<file path="src/rtl/mda_vram_sequencer_pkg.sv">
// Shared character-cell phase constants and CPU slot FSM encoding for the MDA
// display path (the sequencer and the pixel pipeline decode the same phases).
package mda_vram_sequencer_pkg;

  localparam int SEQ_LEN = 18;

  localparam logic [4:0] SEQ_CHAR_ADDR = 5'd0;
  localparam logic [4:0] SEQ_CHAR_RD   = 5'd1;
  localparam logic [4:0] SEQ_ATT_ADDR  = 5'd2;
  localparam logic [4:0] SEQ_ATT_RD    = 5'd3;
  localparam logic [4:0] SEQ_CPU_A     = 5'd4;
  localparam logic [4:0] SEQ_CPU_B     = 5'd10;
  localparam logic [4:0] SEQ_LAST      = 5'd17;

  typedef enum logic [1:0] {
    CPU_IDLE = 2'd0,
    CPU_ADDR = 2'd1,
    CPU_XFER = 2'd2,
    CPU_DONE = 2'd3
  } cpu_state_e;

  function automatic logic [4:0] seq_next(input logic [4:0] seq);
    if (seq == 5'(SEQ_LEN - 1)) begin
      return 5'd0;
    end else begin
      return seq + 5'd1;
    end
  endfunction

endpackage

</file>
<file path="src/rtl/mda_vram_sequencer_cpu_slot.sv">
// CPU access engine for the shared VRAM: waits for a slot start, then runs a
// fixed address / transfer / acknowledge sequence inside that 4-clock slot.
module mda_vram_sequencer_cpu_slot
  import mda_vram_sequencer_pkg::*;
#(
  parameter int VRAM_AW = 19
) (
  input  logic               clk,
  input  logic               reset_n,
  input  logic               slot_start,
  input  logic               cpu_req,
  input  logic               cpu_we,
  input  logic [VRAM_AW-1:0] cpu_addr,
  input  logic [7:0]         cpu_wdata,
  input  logic [7:0]         vram_data,
  output logic               cpu_ack,
  output logic [7:0]         cpu_rdata,
  output logic               vram_we,
  output logic [7:0]         vram_dout,
  output logic               addr_phase,
  output logic [VRAM_AW-1:0] xfer_addr
);

  cpu_state_e         state_r, state_s;
  logic               we_lat_r;
  logic [VRAM_AW-1:0] addr_lat_r;
  logic [7:0]         wdata_lat_r;
  logic               ack_r;
  logic               vram_we_r;
  logic [7:0]         rdata_r;

  // Next-state decode; a request is only accepted on a slot boundary
  always_comb begin
    state_s = state_r;
    case (state_r)
      CPU_IDLE: begin
        if (slot_start && cpu_req) begin
          state_s = CPU_ADDR;
        end else begin
          state_s = CPU_IDLE;
        end
      end
      CPU_ADDR: state_s = CPU_XFER;
      CPU_XFER: state_s = CPU_DONE;
      CPU_DONE: state_s = CPU_IDLE;
      default:  state_s = CPU_IDLE;
    endcase
  end

  // State, request latches and strobes registered against the next state
  always_ff @(posedge clk) begin
    if (!reset_n) begin
      state_r     <= CPU_IDLE;
      we_lat_r    <= 1'b0;
      addr_lat_r  <= {VRAM_AW{1'b0}};
      wdata_lat_r <= 8'h00;
      ack_r       <= 1'b0;
      vram_we_r   <= 1'b0;
      rdata_r     <= 8'h00;
    end else begin
      state_r   <= state_s;
      ack_r     <= (state_s == CPU_DONE);
      vram_we_r <= (state_s == CPU_XFER) && we_lat_r;
      if ((state_r == CPU_IDLE) && (state_s == CPU_ADDR)) begin
        we_lat_r    <= cpu_we;
        addr_lat_r  <= cpu_addr;
        wdata_lat_r <= cpu_wdata;
      end
      // SRAM data lags the address by one clock, so it is valid during XFER
      if ((state_r == CPU_XFER) && !we_lat_r) begin
        rdata_r <= vram_data;
      end
    end
  end

  assign cpu_ack    = ack_r;
  assign cpu_rdata  = rdata_r;
  assign vram_we    = vram_we_r;
  assign vram_dout  = wdata_lat_r;
  assign addr_phase = (state_r == CPU_ADDR);
  assign xfer_addr  = addr_lat_r;

endmodule

</file>
<file path="src/rtl/mda_vram_sequencer.sv">
// MDA character-cell timing master: 18-clock phase counter, fetch strobes and
// the VRAM address mux shared between fixed display fetches and CPU slots.
module mda_vram_sequencer
  import mda_vram_sequencer_pkg::*;
#(
  parameter int VRAM_AW = 19
) (
  input  logic               clk,
  input  logic               reset_n,
  input  logic [VRAM_AW-2:0] disp_addr,
  input  logic               cpu_req,
  input  logic               cpu_we,
  input  logic [VRAM_AW-1:0] cpu_addr,
  input  logic [7:0]         cpu_wdata,
  output logic               cpu_ack,
  output logic [7:0]         cpu_rdata,
  output logic [VRAM_AW-1:0] vram_addr,
  output logic               vram_we,
  output logic [7:0]         vram_dout,
  input  logic [7:0]         vram_data,
  output logic [4:0]         clk_seq,
  output logic               vram_read_char,
  output logic               vram_read_att,
  output logic               charrom_read,
  output logic               disp_pipeline,
  output logic               cell_tick
);

  logic [4:0]         clk_seq_r;
  logic [4:0]         seq_next_s;
  logic               read_char_r;
  logic               read_att_r;
  logic               cell_end_r;
  logic               slot_start_s;
  logic               addr_phase_s;
  logic [VRAM_AW-1:0] xfer_addr_s;
  logic [VRAM_AW-1:0] vram_addr_s;
  logic [VRAM_AW-1:0] vram_addr_hold_r;

  assign seq_next_s   = seq_next(clk_seq_r);
  assign slot_start_s = (clk_seq_r == SEQ_CPU_A) || (clk_seq_r == SEQ_CPU_B);

  // Phase counter; strobes decode the upcoming phase so they coincide with it
  always_ff @(posedge clk) begin
    if (!reset_n) begin
      clk_seq_r   <= 5'd0;
      read_char_r <= 1'b0;
      read_att_r  <= 1'b0;
      cell_end_r  <= 1'b0;
    end else begin
      clk_seq_r   <= seq_next_s;
      read_char_r <= (seq_next_s == SEQ_CHAR_RD);
      read_att_r  <= (seq_next_s == SEQ_ATT_RD);
      cell_end_r  <= (seq_next_s == SEQ_LAST);
    end
  end

  // Display addresses use disp_addr live: the CRTC only settles it at phase 0
  always_comb begin
    vram_addr_s = vram_addr_hold_r;
    if (!reset_n) begin
      vram_addr_s = {VRAM_AW{1'b0}};
    end else if (clk_seq_r == SEQ_CHAR_ADDR) begin
      vram_addr_s = {disp_addr, 1'b0};
    end else if (clk_seq_r == SEQ_ATT_ADDR) begin
      vram_addr_s = {disp_addr, 1'b1};
    end else if (addr_phase_s) begin
      vram_addr_s = xfer_addr_s;
    end else begin
      vram_addr_s = vram_addr_hold_r;
    end
  end

  // Last driven address, held through idle phases
  always_ff @(posedge clk) begin
    if (!reset_n) begin
      vram_addr_hold_r <= {VRAM_AW{1'b0}};
    end else begin
      vram_addr_hold_r <= vram_addr_s;
    end
  end

  mda_vram_sequencer_cpu_slot #(
    .VRAM_AW (VRAM_AW)
  ) u_cpu_slot (
    .clk        (clk),
    .reset_n    (reset_n),
    .slot_start (slot_start_s),
    .cpu_req    (cpu_req),
    .cpu_we     (cpu_we),
    .cpu_addr   (cpu_addr),
    .cpu_wdata  (cpu_wdata),
    .vram_data  (vram_data),
    .cpu_ack    (cpu_ack),
    .cpu_rdata  (cpu_rdata),
    .vram_we    (vram_we),
    .vram_dout  (vram_dout),
    .addr_phase (addr_phase_s),
    .xfer_addr  (xfer_addr_s)
  );

  assign vram_addr      = vram_addr_s;
  assign clk_seq        = clk_seq_r;
  assign vram_read_char = read_char_r;
  assign vram_read_att  = read_att_r;
  assign charrom_read   = cell_end_r;
  assign disp_pipeline  = cell_end_r;
  assign cell_tick      = cell_end_r;

endmodule

</file>
<file path="config.mk">
export PLATFORM = sky130hd
export DESIGN_NAME = mda_vram_sequencer
export DESIGN_NICKNAME = d
export VERILOG_FILES = /design/src/rtl/mda_vram_sequencer_pkg.sv /design/src/rtl/mda_vram_sequencer_cpu_slot.sv /design/src/rtl/mda_vram_sequencer.sv
export SDC_FILE = /design/constraint.sdc
export NUM_CORES = 1
export LEC_CHECK = 0
export CORE_MARGIN = 10
export CORE_UTILIZATION = 49
export CTS_CLUSTER_DIAMETER = 30
export CTS_CLUSTER_SIZE = 40
export DETAILED_ROUTE_END_ITERATION = 10
export HOLD_SLACK_MARGIN = 0.15
export PLACE_DENSITY = 0.85
export SLEW_MARGIN = 25
export SYNTH_ARGS = -nofsm -noshare
export SYNTH_HDL_FRONTEND = slang
export SYNTH_SLANG_ARGS = --single-unit
</file>
<file path="constraint.sdc">
create_clock -name clk -period 3.7 [get_ports clk]
set_input_delay 1.11 -clock clk [delete_from_list [all_inputs] [get_ports clk]]
set_output_delay 1.11 -clock clk [all_outputs]
set_load 0.02 [all_outputs]
</file>
==> results.toml, run 1 <==
[layout]
multi_input_area_um2 = 1540
antennaDiodeCount = 0
layout-drive-gt1-share = 0.0804
seqCellArea_um2 = 1340
finalNetCount = 485
final_cell_area_um2 = 4350
area_delta_synth_final_pct = 43.3
nFillCells = 452

[clocking]
cts_tree = "done"
path_clk_slew_ps = 70
hold_buffers = 0
post-cts-setup-buffers = 0
cts_sinks = 67
h-tree-depth = 3
cts_root_buf = "clkbuf_8"
clock_path_buffers = 2
clock_latency_ps = 330
cts_buffers = 9

[timing]
drv_slew = 0
tightest_slew_ps = 870
finalWorstSetupSlack_ps = 275
final_hold_viol_count = 0
fin_crit_sh = 0.926
slew_headroom = 0.419
min_period_ps = 3420
clock_skew_ps = 8.06
setup_viol = 0
timing.fmax_mhz = 292
rsz0062_at_grt = "no"
setup_tns_ps = 0

[synth]
synth_seq_cells = 67
syn_inst = 321
synth_cell_types = 32
async_flop_share = 0
synth-edff-count = 0
synth_top_area_share = 0.442
yosys-top-cells-area = "dfxtp_1, mux2i_1, a211oi_1"
synth_seq_area_share = 0.442
yosys_warnings = 0
synth_area_um2 = 3030
synth_fp_nets = 388
yosys.area.top_type = "dfxtp_1"
synthFlopType = "dfxtp_1"
syn_avg_cell_area_um2 = 9.45

[detailed_routing]
firstDrtPassIters = 4
wl_um = 7570
wl_per_cell_um = 15.2
postRouteAntennaNets = 0
vias_per_cell = 5.10
drtIter0Drc = 116
drc = 0
num_vias = 2541

[critical_path]
worst-path-max-fanout = 19
worst-r2r-setup-slack_ps = 1630
path_buf_inv = 3
path_class = "flip-flop to output port"
critPathTopFamily = "buffers and inverters"
path_cells = "inv_1 > ha_1 > buf_12 > mux2i_1 > a221oi_1 > clkdlybuf4s50_1"
worstSetupEndpointType = "output port"
required_ps = 2590
slowest_stage = "clkdlybuf4s50_1"
slowest_delay_ps = 670
cp-start-kind = "flip-flop"
worstPathArrival_ps = 2310

[floorplanning]
die_x_um = 98.7
die_y_um = 98.7
ios = 104
core_area_um2 = 5960
placementRows = 28
dieArea_um2 = 9740
start_util = 0.509

[grt]
grt.met2_usage = 0.255
grt_remaining_overflow = 0
antenna_found_initial = 0
use_met3 = 0.0677
first_global_vias = 2560
grt_first_pass_wirelength_um = 12500
grt_start_max_net_pins = 61
met1_usage = 0.181
busiest_layer = "met2"
grt.total_usage = 0.155

[power_and_ir_drop]
power.leakage_uw = 0.00191
pwr-share-clk = 0.345
finalPower_uw = 1700
p_seq_frac = 0.453
intPower_uw = 1250
p_per_area_nw_per_um2 = 392
swShare = 0.266
p_comb_frac = 0.202
switching_power_uw = 453
ir_worst_vdd_mv = 0.234

[run]
maxCapViolations = 0

[place]
pre_cts_slack_ps = 47.3
dp_hpwl_um = 5680
io_buffers = 103
gp_congestion = 0.791
postPlaceCellArea_um2 = 4140

[worst_hold_path]
hold_class = "flip-flop to flip-flop"

[run_status]
status = "complete, no violations"
==> repair_timing <==
action / 4_1_cts / 5_1_grt
setup endpoints to repair: 8 / 10
resized for setup: 8 / 10
gates cloned: 0 / 0
hold endpoints to repair: 0 / 0
==> cell usage in the layout (no fill, tap or decap), drive strengths merged, types with 4 or more instances in the layout <==
master	netlist	routed
buf	11	10
nor3	4	4
nand2	58	58
nor2	31	31
nand3b	4	4
clkbuf	15	11
clkdlybuf4s50	0	84
dlymetal6s2s	0	10
dfxtp	67	67
inv	6	6
dlygate4sd2	0	8
a211oi	37	37
mux2i	55	55
ha	10	10
==> Yosys cell counts, types with 3 or more instances <==
library cell  number
dfxtp_1           67
nand2_1           58
mux2i_1           55
a211oi_1          36
nor2_1            31
clkbuf_1          15
ha_1              10
buf_2              6
inv_1              5
a21oi_1            3
nand3b_1           3
nor2b_1            3
nor3_1             3
==> power by group through the flow <==
stage                     registers, uW  clock network (uW)  logic, uW
after CTS                           772                 605        352
after global placement              787                   0        352
after floorplan                     794                   0        187
after global routing                775                 636        379
after detailed placement            789                   0        359
final                               772                 587        345
==> state kept, by name, indices dropped and copies added (netlist names) <==
register	flops
u_cpu_slot.xfer_addr	19
vram_addr_hold_r	19
u_cpu_slot.cpu_ack	1
clk_seq	5
cell_tick	1
u_cpu_slot.state_r	2
u_cpu_slot.cpu_rdata	8
u_cpu_slot.vram_dout	8
vram_read_att	1
vram_read_char	1
u_cpu_slot.we_lat_r	1
u_cpu_slot.vram_we	1
==> metrics by stage <==
stage / std cells / hold slack (ps) / utilization
global placement: 482 / 443 / 0.695
floorplan: 321 / 438 / -
global route: 498 / 481 / 0.730
finish: 498 / 460 / 0.730
detailed placement: 482 / 455 / 0.695
CTS: 498 / 466 / 0.726
==> tightest hold or removal path, delay by kind of cell, from the launching register on <==
kind | cells | cell delay (ps)
DFF | 1 | 310
and+or+nand+nor | 1 | 50
muxes | 1 | 50
==> layer usage <==
metal / wire length (um) / vias to the layer above / share of wire
met5: 0 / - / 0
li1: - / 1308 / -
met4: 66 / 0 / 0.0087
met1: 3300 / 1152 / 0.44
met3: 619 / 8 / 0.082
met2: 3580 / 73 / 0.47
==> area by class of cell <==
| type | count | share of cell area |
|---|---|---|
| clock buffer | 11 | 0.0325 |
| clock inverter | 5 | 0.0121 |
| inverter | 6 | 0.00518 |
| multi-input combinational | 222 | 0.353 |
| sequential | 67 | 0.309 |
| tap | 75 | 0.0216 |
| timing repair buffer | 112 | 0.267 |
==> cells by family after synthesis <==
logic type,Yosys count,share of synthesized area
AO/OA/AOI/OAI,45,0.111
XOR/XNOR,2,0.00577
adder cells (fa/ha/maj),10,0.0412
buffers and inverters,32,0.0577
flip-flops,67,0.442
multiplexers,55,0.181
AND/OR/NAND/NOR,110,0.160
==> path summary, 6_finish.rpt <==
check / from / end / depth (start not counted)
max: u_cpu_slot.state_r[1] / vram_addr[0] / 6
min: u_cpu_slot.vram_dout[6] / u_cpu_slot.vram_dout[6] / 2
max reg2reg: clk_seq[0] / u_cpu_slot.xfer_addr[2] / 7
min reg2reg: u_cpu_slot.vram_dout[6] / u_cpu_slot.vram_dout[6] / 2
No activity file was read; power rests on OpenSTA's default activity.
==> inputs of run 2 (changes only) <==
--- a/config.mk
+++ b/config.mk
@@ -7,11 +7,12 @@
 export LEC_CHECK = 0
 export CORE_MARGIN = 10
 export CORE_UTILIZATION = 49
+export CTS_BUF_LIST = sky130_fd_sc_hd__clkbuf_16
 export CTS_CLUSTER_DIAMETER = 30
 export CTS_CLUSTER_SIZE = 40
 export DETAILED_ROUTE_END_ITERATION = 10
 export HOLD_SLACK_MARGIN = 0.15
-export PLACE_DENSITY = 0.85
+export PLACE_DENSITY = 0.91
 export SLEW_MARGIN = 25
 export SYNTH_ARGS = -nofsm -noshare
 export SYNTH_HDL_FRONTEND = slang
==> run 2 against run 1 <==
Compared with the run above: die area did not move; worst hold slack better by 3.9 ps; sequential power up 0.5%; maximum frequency decreased by 0.28%; global-route usage rose by 0.47 points; core utilization up 0.80 points; critical path depth rose by 1; count of clock-buffer cells in the layout fell by 2; first-iteration DRC count decreased by 52%; sequential share of layout area is 0.33 points lower; design area is 1.1% higher; largest cell class unchanged; total power rose by 11%.
==> results.toml, run 2 (synthesis gave the netlist of run 1 again) <==
[worst_hold_path]
hold_class = "flip-flop to flip-flop"

[place]
gp_congestion = 0.772
dp_hpwl_um = 5850
io_buffers = 103

[layout]
layout-drive-gt1-share = 0.0760
final_cell_mix = "clkdlybuf4s50_1, dfxtp_1, nand2_1"
final_common_cell = "clkdlybuf4s50_1"
antennaDiodeCount = 0
area_delta_synth_final_pct = 44.8
finalNetCount = 483

[timing]
drv_slew = 0
tightest_slew_ps = 897
setup_viol = 0
fin_crit_sh = 0.928
clock_skew_ps = 5.47
setup_tns_ps = 0
timing.fmax_mhz = 291
min_period_ps = 3430
final_hold_viol_count = 0
rsz0062_at_grt = "no"
slew_headroom = 0.401

[detailed_routing]
postRouteAntennaNets = 0
wl_per_cell_um = 16.1
wl_um = 8010
drc = 0
firstDrtPassIters = 4
drtIter0Drc = 56
num_vias = 2564
vias_per_cell = 5.17

[power_and_ir_drop]
finalPower_uw = 1880
switching_power_uw = 509
p_per_area_nw_per_um2 = 429
p_comb_frac = 0.184
power.leakage_uw = 0.00195
intPower_uw = 1380
swShare = 0.270
ir_worst_vdd_mv = 0.355
pwr-share-clk = 0.404
p_seq_frac = 0.412

[floorplanning]
core_area_um2 = 5960
die_y_um = 98.7
die_x_um = 98.7
start_util = 0.509
dieArea_um2 = 9740
ios = 104
placementRows = 28

[run_status]
status = "complete, no violations"

[clocking]
hold_buffers = 0
cts_root_buf = "clkbuf_16"
path_clk_slew_ps = 50
clock_path_buffers = 2
cts_buffers = 9
cts_tree = "done"
h-tree-depth = 3
cts_sinks = 67
clock_latency_ps = 320

[critical_path]
worst-r2r-setup-slack_ps = 1680
worst-path-max-fanout = 54
worstPathArrival_ps = 2320
required_ps = 2590
path_class = "flip-flop to output port"
cp-start-kind = "flip-flop"
worstSetupEndpointType = "output port"

[grt]
grt.total_usage = 0.160
antenna_found_initial = 0
grt_remaining_overflow = 0
grt_first_pass_wirelength_um = 13000
grt_start_max_net_pins = 61
first_global_vias = 2581

[run]
maxCapViolations = 0
run 2: routing by layer:
metal	share of wire	global-route usage
met5	0	0
met2	0.45	0.252
met1	0.44	0.188
met4	0.011	0.0419
met3	0.093	0.0803
run 2: power by group through the flow:
stage | clock network (uW) | registers [uW] | logic [uW]
6_report | 762 | 776 | 347
5_1_grt | 804 | 779 | 379
4_1_cts | 770 | 776 | 354
3_5_place_dp | 0 | 791 | 356
3_3_place_gp | 0 | 789 | 347
2_1_floorplan | 0 | 794 | 187
run 2: worst paths after layout:
path / from / to / cells after the start
worst min-delay path: u_cpu_slot.xfer_addr[0] / u_cpu_slot.xfer_addr[0] / 2
worst min register to register: u_cpu_slot.xfer_addr[0] / u_cpu_slot.xfer_addr[0] / 2
worst max-delay path: clk_seq[0] / vram_addr[1] / 7
worst max register to register: clk_seq[0] / u_cpu_slot.xfer_addr[3] / 7
run 2: final cells by class:
| class | instances | area [um2] |
|---|---|---|
| Inverter | 6 | 22.5 |
| Tap cell | 75 | 93.8 |
| Fill cell | 431 | 1560 |
| Sequential cell | 67 | 1340 |
| Timing Repair Buffer | 110 | 1130 |
| Clock inverter | 7 | 45.0 |
| Clock buffer | 9 | 225 |
| Multi-Input combinational cell | 222 | 1540 |
run 2: what timing repair did:
action / CTS / global route
resized for setup: 5 / 13
pin swaps: 0 / 0
setup endpoints to repair: 5 / 13
endpoints found under the hold margin: 0 / 0
setup buffers: 0 / 0
run 2: critical path, cell delays in order (launching register included):
cell and delay, ps:
dfxtp_1 470, inv_1 110, ha_1 290, o21ai_4 190, buf_12 240, nor2_1 90
a211oi_1 240, dlygate4sd2_1 370
run 2: metrics by stage:
step | instances | utilization | cell area (um2) | hold WS (ps) | worst slack, ps
floorplan | 321 | - | 3030 | 438 | 524
global placement | 480 | 0.688 | 4100 | 444 | 89.3
detailed placement | 480 | 0.688 | 4100 | 457 | 37.9
CTS | 496 | 0.732 | 4360 | 464 | 2.29
global route | 496 | 0.738 | 4390 | 488 | 84.3
finish | 496 | 0.738 | 4390 | 464 | 265
